===== src/rtl/smg_scan_ctrl_if.sv =====
// rtl/smg_scan_ctrl_if.sv - load/display bundle between a value source and the 7-seg scan controller
interface smg_scan_ctrl_if #(
    parameter int DIGITS = 6
) ();
    logic [4*DIGITS-1:0] bcd_i;
    logic                load_i;
    logic [3:0]          dat_o;
    logic [DIGITS-1:0]   sel_o;
    logic                frame_o;

    // Value source side: presents BCD and load strobe, observes the scan outputs.
    modport master (
        output bcd_i, load_i,
        input  dat_o, sel_o, frame_o
    );

    // Scan controller side.
    modport slave (
        input  bcd_i, load_i,
        output dat_o, sel_o, frame_o
    );
endinterface


===== src/rtl/smg_scan_ctrl.sv =====
// rtl/smg_scan_ctrl.sv - multiplexed common-anode 7-seg scan controller with blanking gap and leading-zero suppression
module smg_scan_ctrl #(
    parameter int DIGITS    = 6,
    parameter int SCAN_DIV  = 50000,
    parameter int BLANK_CYC = 16,
    parameter int LZB_EN    = 1
) (
    input  logic          clk_i,
    input  logic          rst_i,
    smg_scan_ctrl_if.slave bus
);
    localparam int CNT_W = $clog2(SCAN_DIV);
    localparam int IDX_W = $clog2(DIGITS);

    typedef enum logic {
        BLANK,
        SHOW
    } state_t;

    // cnt/idx/state describe the slot position whose outputs are produced at the next edge.
    state_t              state;
    logic [CNT_W-1:0]    cnt;
    logic [IDX_W-1:0]    idx;
    logic [4*DIGITS-1:0] active;
    logic [4*DIGITS-1:0] pending;
    logic                pend_v;

    logic                frame_start;
    logic [4*DIGITS-1:0] active_nxt;
    logic [DIGITS-1:0]   blank;
    logic [DIGITS-1:0]   show_sel;
    logic [3:0]          cur_nib;
    logic [3:0]          nib;
    logic                zrun;

    // Frame transfer, blanking mask (top-down leading-zero run) and digit selection.
    always_comb begin
        frame_start = (idx == '0) && (cnt == '0);
        active_nxt  = (frame_start && pend_v) ? pending : active;
        blank       = '0;
        show_sel    = '1;
        cur_nib     = '0;
        nib         = '0;
        zrun        = 1'b1;
        for (int k = DIGITS - 1; k >= 0; k--) begin
            nib      = active[4*k +: 4];
            zrun     = zrun & (nib == 4'd0);
            blank[k] = (nib > 4'd9) | ((LZB_EN != 0) && (k != 0) && zrun);
        end
        for (int k = 0; k < DIGITS; k++) begin
            if (idx == IDX_W'(k)) begin
                cur_nib     = active_nxt[4*k +: 4];
                show_sel[k] = blank[k];
            end
        end
    end

    // Slot FSM, value latching and registered display outputs.
    always_ff @(posedge clk_i) begin
        if (rst_i) begin
            state       <= BLANK;
            idx         <= '0;
            cnt         <= '0;
            active      <= '0;
            pending     <= '0;
            pend_v      <= 1'b0;
            bus.dat_o   <= 4'd0;
            bus.sel_o   <= '1;
            bus.frame_o <= 1'b0;
        end else begin
            active      <= active_nxt;
            bus.frame_o <= frame_start;
            if (frame_start) begin
                pend_v <= 1'b0;
            end
            // A load on the transfer edge wins over the clear and waits a frame.
            if (bus.load_i) begin
                pending <= bus.bcd_i;
                pend_v  <= 1'b1;
            end

            case (state)
                BLANK: begin
                    bus.sel_o <= '1;
                    bus.dat_o <= cur_nib;
                end
                SHOW: begin
                    bus.sel_o <= show_sel;
                end
                default: begin
                    bus.sel_o <= '1;
                end
            endcase

            if (cnt == CNT_W'(SCAN_DIV - 1)) begin
                cnt   <= '0;
                state <= BLANK;
                idx   <= (idx == IDX_W'(DIGITS - 1)) ? '0 : idx + 1'b1;
            end else begin
                cnt <= cnt + 1'b1;
                if (cnt == CNT_W'(BLANK_CYC - 1)) begin
                    state <= SHOW;
                end
            end
        end
    end
endmodule

===== src/flat_wrapper.sv =====
// flat-port wrapper written by rule: the top's interface ports become plain ports
module smg_scan_ctrl_flat 
#(
    parameter int DIGITS    = 6,
    parameter int SCAN_DIV  = 50000,
    parameter int BLANK_CYC = 16,
    parameter int LZB_EN    = 1
)
  (clk_i, rst_i, bus_bcd_i, bus_load_i, bus_dat_o, bus_sel_o, bus_frame_o);
  smg_scan_ctrl_if #(.DIGITS(DIGITS)) bus_i ();
  input  logic clk_i;
  input  logic rst_i;
  input wire logic [$bits(bus_i.bcd_i)-1:0] bus_bcd_i;
  input wire logic [$bits(bus_i.load_i)-1:0] bus_load_i;
  output wire logic [$bits(bus_i.dat_o)-1:0] bus_dat_o;
  output wire logic [$bits(bus_i.sel_o)-1:0] bus_sel_o;
  output wire logic [$bits(bus_i.frame_o)-1:0] bus_frame_o;
  assign bus_i.bcd_i = bus_bcd_i;
  assign bus_i.load_i = bus_load_i;
  assign bus_dat_o = bus_i.dat_o;
  assign bus_sel_o = bus_i.sel_o;
  assign bus_frame_o = bus_i.frame_o;
  smg_scan_ctrl #(.DIGITS(DIGITS), .SCAN_DIV(SCAN_DIV), .BLANK_CYC(BLANK_CYC), .LZB_EN(LZB_EN)) u_core (.clk_i(clk_i), .rst_i(rst_i), .bus(bus_i));
endmodule

===== config.mk =====
export PLATFORM = sky130hd
export DESIGN_NAME = smg_scan_ctrl_flat
export DESIGN_NICKNAME = d
export VERILOG_FILES = /design/src/rtl/smg_scan_ctrl_if.sv /design/src/rtl/smg_scan_ctrl.sv /design/src/flat_wrapper.sv
export SDC_FILE = /design/constraint.sdc
export NUM_CORES = 1
export LEC_CHECK = 0
export ABC_AREA = 1
export BUFFER_PORTS_ARGS = -buffer_cell sky130_fd_sc_hd__clkbuf_2
export CAP_MARGIN = 15
export CORE_MARGIN = 2
export CORE_UTILIZATION = 45
export DETAILED_ROUTE_END_ITERATION = 7
export GPL_ROUTABILITY_DRIVEN = 0
export MAX_ROUTING_LAYER = met4
export PLACE_DENSITY = 0.67
export SLEW_MARGIN = 30
export SYNTH_ARGS = -nofsm -noshare
export SYNTH_HDL_FRONTEND = slang
export SYNTH_SLANG_ARGS = --single-unit

===== constraint.sdc =====
create_clock -name clk_i -period 2.18 [get_ports clk_i]
set_input_delay 0.436 -clock clk_i [delete_from_list [all_inputs] [get_ports clk_i]]
set_output_delay 0.436 -clock clk_i [all_outputs]
set_load 0.01 [all_outputs]

==> impl_summary.md <==
CTS
TritonCTS built the clock tree. The clock net in this run drives a total of 80 sinks. The tree is rooted in a sky130_fd_sc_hd__clkbuf_8. The later pin in the worst-skew pair is clocked with a latency of around 0.35 ns. In this run the deepest clock path goes through 2 buffers. The depth of the CTS H-tree is 3. The post-cts hold buffer count is 0. The post-CTS clock slew at the launch and capture registers of the worst setup and hold paths is roughly 0.090 ns. Counting the buffers created by CTS gives 9.

Route
After detailed routing, the number of vias per cell comes to 4.98. The number of design rule violations left after detail routing is 0. After the first detailed-routing iteration, the DRC count stood at about 190. Wires add up to around 8.0 mm.

The via count is 3234. The count of TritonRoute iterations in the first routing pass is 5. Once detail routing completed, the nets flagged for antenna violations numbered 0. In the final routed layout, each cell accounts on average for 12.3 um.

Logic synthesis
In the synthesized netlist the async set-or-reset flop fraction comes to 0. The synthesis-stage register bit count is 80. The xor/xnor share of the synthesized area is 0.00719. For this run, the register share of the synthesized area comes to 0.438. After synthesis, the largest family of logic cells by area is simple AND/OR/NAND/NOR gates. In this run, distinct cell masters in the synthesized netlist total a little over 40. In the post-synthesis netlist, the biggest area contributors are sky130_fd_sc_hd__dfxtp_1 (44%), sky130_fd_sc_hd__nand2_1 (9.4%), sky130_fd_sc_hd__nor2_1 (6.9%). The number of warnings printed during yosys synthesis is 0. The portion of synthesized area spent on multiplexers is 0. The proportion of netlist area held by the largest area contributor is 0.438. The number of enable flip-flop cells after synthesis is 0. The cell accounting for the most synthesized area is sky130_fd_sc_hd__dfxtp_1. Of the total synthesized cell area, the portion taken by AND, OR, NAND and NOR gates is 0.320. The arithmetic-cell share of the synthesized area counting full adders, half adders and majority gates is 0.0103. The most used flip-flop cell after synthesis is sky130_fd_sc_hd__dfxtp_1. The mean post-synth cell area is between 7 and 8 um^2. The synthesized-area fraction occupied by ao, oa, aoi and oai cells is 0.132. After synthesis the cells add up to around 3700 um^2. The synthesized instance count is 499. The number of nets handed over by synthesis was roughly 530.

Finish
The design area is about 4200 um^2. Fill cells in the final layout number 757. The layout overhead on the synthesized area is 15.9%. The antenna diode count is 0.

After the last flow step, the layout net total stands at about 570. In the final layout, the share of cells above drive strength 1 is 0.190. At the end of the flow the core is filled with cells to 0.543.

Die
The count of standard-cell rows is 32. The floorplan step defined a core boundary enclosing roughly 7800 um^2. The die outline area is 8860 um^2. The effective utilization at floorplan is 0.468. The width of the die is ~94 um. The vertical extent of the die is about 94 um. 38 I/O pins were placed.

Critical path
Broken down by cell family, the worst path's largest delay share belongs to simple AND/OR/NAND/NOR gates. The endpoint of the most critical register-to-register path is u_core.bus.dat_o[1]. The path length in cells of the critical path is 12. The source of the worst register-to-register timing path is u_core.cnt[1]. STA classifies the critical path startpoint as a flop. Traced cell by cell, the critical path runs through inv_1 > ha_1 > inv_1 > nor2_1 > nand2_4 > nor2_8 > nand3_4 > buf_4 > o21ai_0 > a21oi_1 > nand2_1 > a21oi_2. For the worst flop-to-flop path, the logic depth is 12. The path type of the worst setup path is flop to flop. The data required time at the worst endpoint is about 2.4 ns. The highest fanout seen on the critical path is 9. Setup slack on the worst reg-to-reg path comes out at around 0.19 ns. The delay contributed by the slowest stage of the critical path is between 0.3 and 0.4 ns. STA classifies the critical path endpoint as a flop. The dominant cell type by count on the critical path is sky130_fd_sc_hd__inv_1. The critical path contains buffers and inverters numbering 3 combined. The signal arrival time at the worst endpoint is ~2.2 ns.

The slowest stage of the critical path belongs to the cell sky130_fd_sc_hd__dfxtp_1.

GRT
After global routing, the most crowded layer is met2. Entering global routing, the biggest net connects 35 pins. The fraction of met2 tracks used by global routing is 0.314.

The number of antenna violations at the first check in global routing is 0. The met1 track demand over resource is 0.262. Across every metal layer, demand over resource in global routing totals 0.204.

The total overflow left after global routing is 0. The number of global-route vias before repair is roughly 3000. The global-route wire length before repair is between 10 and 15 mm. In the global route stage, met3 resource usage came out at 0.0562.

Pwr
Of the total power, combinational logic draws 0.119. The areal power density over the cells is roughly 770 nW/um^2. Of the total power, registers draw 0.484. The share of total power dissipated in the clock network is 0.397. The worst IR drop on VDD is about 360 uV. The internal power contribution is 2430 uW. The static leakage is a little under 0.002 uW. In this run the power spent charging and discharging nets is 813 uW. The design draws ~3200 uW. Of the total power, the share spent switching nets is 0.250.

Hold path
The destination of the worst hold path is u_core.pending[21]. The worst hold path startpoint is bus_bcd_i[21]. The worst hold path was traced through 3 stages. The class of the most critical hold timing path is input pin to flop.

Flow run
The tool flagged a number of max-cap violations equal to 0.

Timing
For the final routed database, the setup TNS stands at 0 ns. The worst slew margin relative to its limit is 0.601. The post-route worst hold slack is 0.303 ns.

Between clock sinks in the finished design, the worst skew comes to roughly 0.012 ns. The number of endpoints with negative hold slack in the final report is 0. Based on the critical path, the design can be clocked at up to between 0.5 and 0.6 GHz. For the pin with the worst max-slew slack, the measured transition is 0.596 ns. The max-slew violation count is 0. The clock period minus worst slack is between 1.5 and 2 ns.

Setup repair after global routing left no endpoint under its margin. The final period utilization is 0.913. The total setup violations reported at the end of the flow is 0.

Run status
The run finished with clean final reports.

Placement
In this run the cell area measured after placement is roughly 4000 um^2. The half-perimeter wire length of the detailed placement result is 6.00 mm. The number of input and output port buffers inserted is 37.
==> area by class of cell <==
cell class | count | area [um^2] | area share
clock buffer | 10 | 128 | 0.0301
multi-input combinational | 335 | 1730 | 0.409
inverter | 67 | 253 | 0.0596
clock inverter | 6 | 108 | 0.0254
timing repair buffer | 49 | 288 | 0.0679
sequential | 80 | 1600 | 0.378
tap | 102 | 128 | 0.0301
==> Yosys cell counts, types with 2 or more instances <==
cell / n
sky130_fd_sc_hd__clkbuf_1: 12
sky130_fd_sc_hd__o21ai_0: 37
sky130_fd_sc_hd__nor3_2: 4
sky130_fd_sc_hd__nand2_4: 2
sky130_fd_sc_hd__inv_1: 60
sky130_fd_sc_hd__dfxtp_1: 80
sky130_fd_sc_hd__inv_2: 5
sky130_fd_sc_hd__a21oi_2: 4
sky130_fd_sc_hd__nand4_1: 17
sky130_fd_sc_hd__o2111ai_1: 2
sky130_fd_sc_hd__a21oi_1: 40
sky130_fd_sc_hd__nor3_1: 7
sky130_fd_sc_hd__nor2_1: 67
sky130_fd_sc_hd__nand2_2: 10
sky130_fd_sc_hd__xnor2_1: 2
sky130_fd_sc_hd__nand2_1: 92
sky130_fd_sc_hd__o21a_1: 2
sky130_fd_sc_hd__nor2_8: 3
sky130_fd_sc_hd__nor2_2: 2
sky130_fd_sc_hd__nand3_1: 26
sky130_fd_sc_hd__nor3b_1: 2
sky130_fd_sc_hd__buf_6: 2
sky130_fd_sc_hd__ha_1: 3
==> layer usage <==
layer / wire (um) / vias up
met5: 0 / -
met3: 446 / 19
li1: - / 1698
met2: 3730 / 69
met4: 189 / 0
met1: 3630 / 1448
==> power by group through the flow <==
stage	clock, uW	combinational, uW	sequential (uW)
6_report	1290	385	1570
5_1_grt	1390	440	1580
4_1_cts	1310	380	1570
3_5_place_dp	0	378	1600
3_3_place_gp	0	372	1600
2_1_floorplan	0	278	1590
==> cell usage in the layout, fill, tap and decap left out, types with 9 or more instances in the layout <==
cell,instances
sky130_fd_sc_hd__o21ai_0,37
sky130_fd_sc_hd__nor2_1,66
sky130_fd_sc_hd__a21oi_1,40
sky130_fd_sc_hd__nand3_1,26
sky130_fd_sc_hd__nand2_2,11
sky130_fd_sc_hd__dfxtp_1,79
sky130_fd_sc_hd__inv_1,60
sky130_fd_sc_hd__buf_4,11
sky130_fd_sc_hd__clkbuf_2,37
sky130_fd_sc_hd__nand4_1,17
sky130_fd_sc_hd__nand2_1,91
sky130_fd_sc_hd__clkbuf_8,9
==> timing repair <==
item | 4_1_cts | 5_1_grt
buffers inserted | 0 | 2
setup endpoints to repair | 0 | 4
gates resized for setup | 0 | 5
==> worst register-to-register path, delay by kind of cell (launching register included) <==
| family | cells | cell delay [ns] |
|---|---|---|
| AND/OR/NAND/NOR | 5 | 0.74 |
| buffers and inverters | 3 | 0.29 |
| adder cells (fa/ha/maj) | 1 | 0.15 |
| AO/OA/AOI/OAI | 3 | 0.37 |
| flip-flops | 1 | 0.34 |
==> state kept, by name, summed over array words and instances (netlist names) <==
name,cells
u_core.active,24
u_core.pending,24
u_core.cnt,16
u_core.bus.sel_o,6
u_core.bus.dat_o,4
u_core.idx,3
u_core.bus.frame_o,1
u_core.pend_v,1
u_core.state,1
==> worst max path at each step <==
stage / end / start / slack (ns)
after global routing: u_core.cnt[14] / u_core.cnt[1] / 0.03
after CTS: u_core.cnt[8] / u_core.cnt[0] / 0.20
after floorplan: u_core.cnt[14] / u_core.cnt[0] / 0.45
final: u_core.bus.dat_o[1] / u_core.cnt[1] / 0.19
after detailed placement: u_core.cnt[8] / u_core.cnt[0] / 0.22
after global placement: u_core.cnt[8] / u_core.cnt[0] / 0.24
==> stage by stage <==
step           instances  setup slack, ns
2_1_floorplan        499            0.455
6_report             649            0.189
4_1_cts              647            0.196
5_1_grt              649           0.0260
3_5_place_dp         631            0.217
3_3_place_gp         631            0.235
==> cells by family after synthesis <==
| group | after synthesis |
|---|---|
| xor gates and xnor gates | 3 |
| AOI/OAI and AO/OA | 89 |
| and+or+nand+nor | 240 |
| buffers and inverters | 84 |
| DFF | 80 |
| adders and majority gates | 3 |
(Power assumes the default switching activity.)
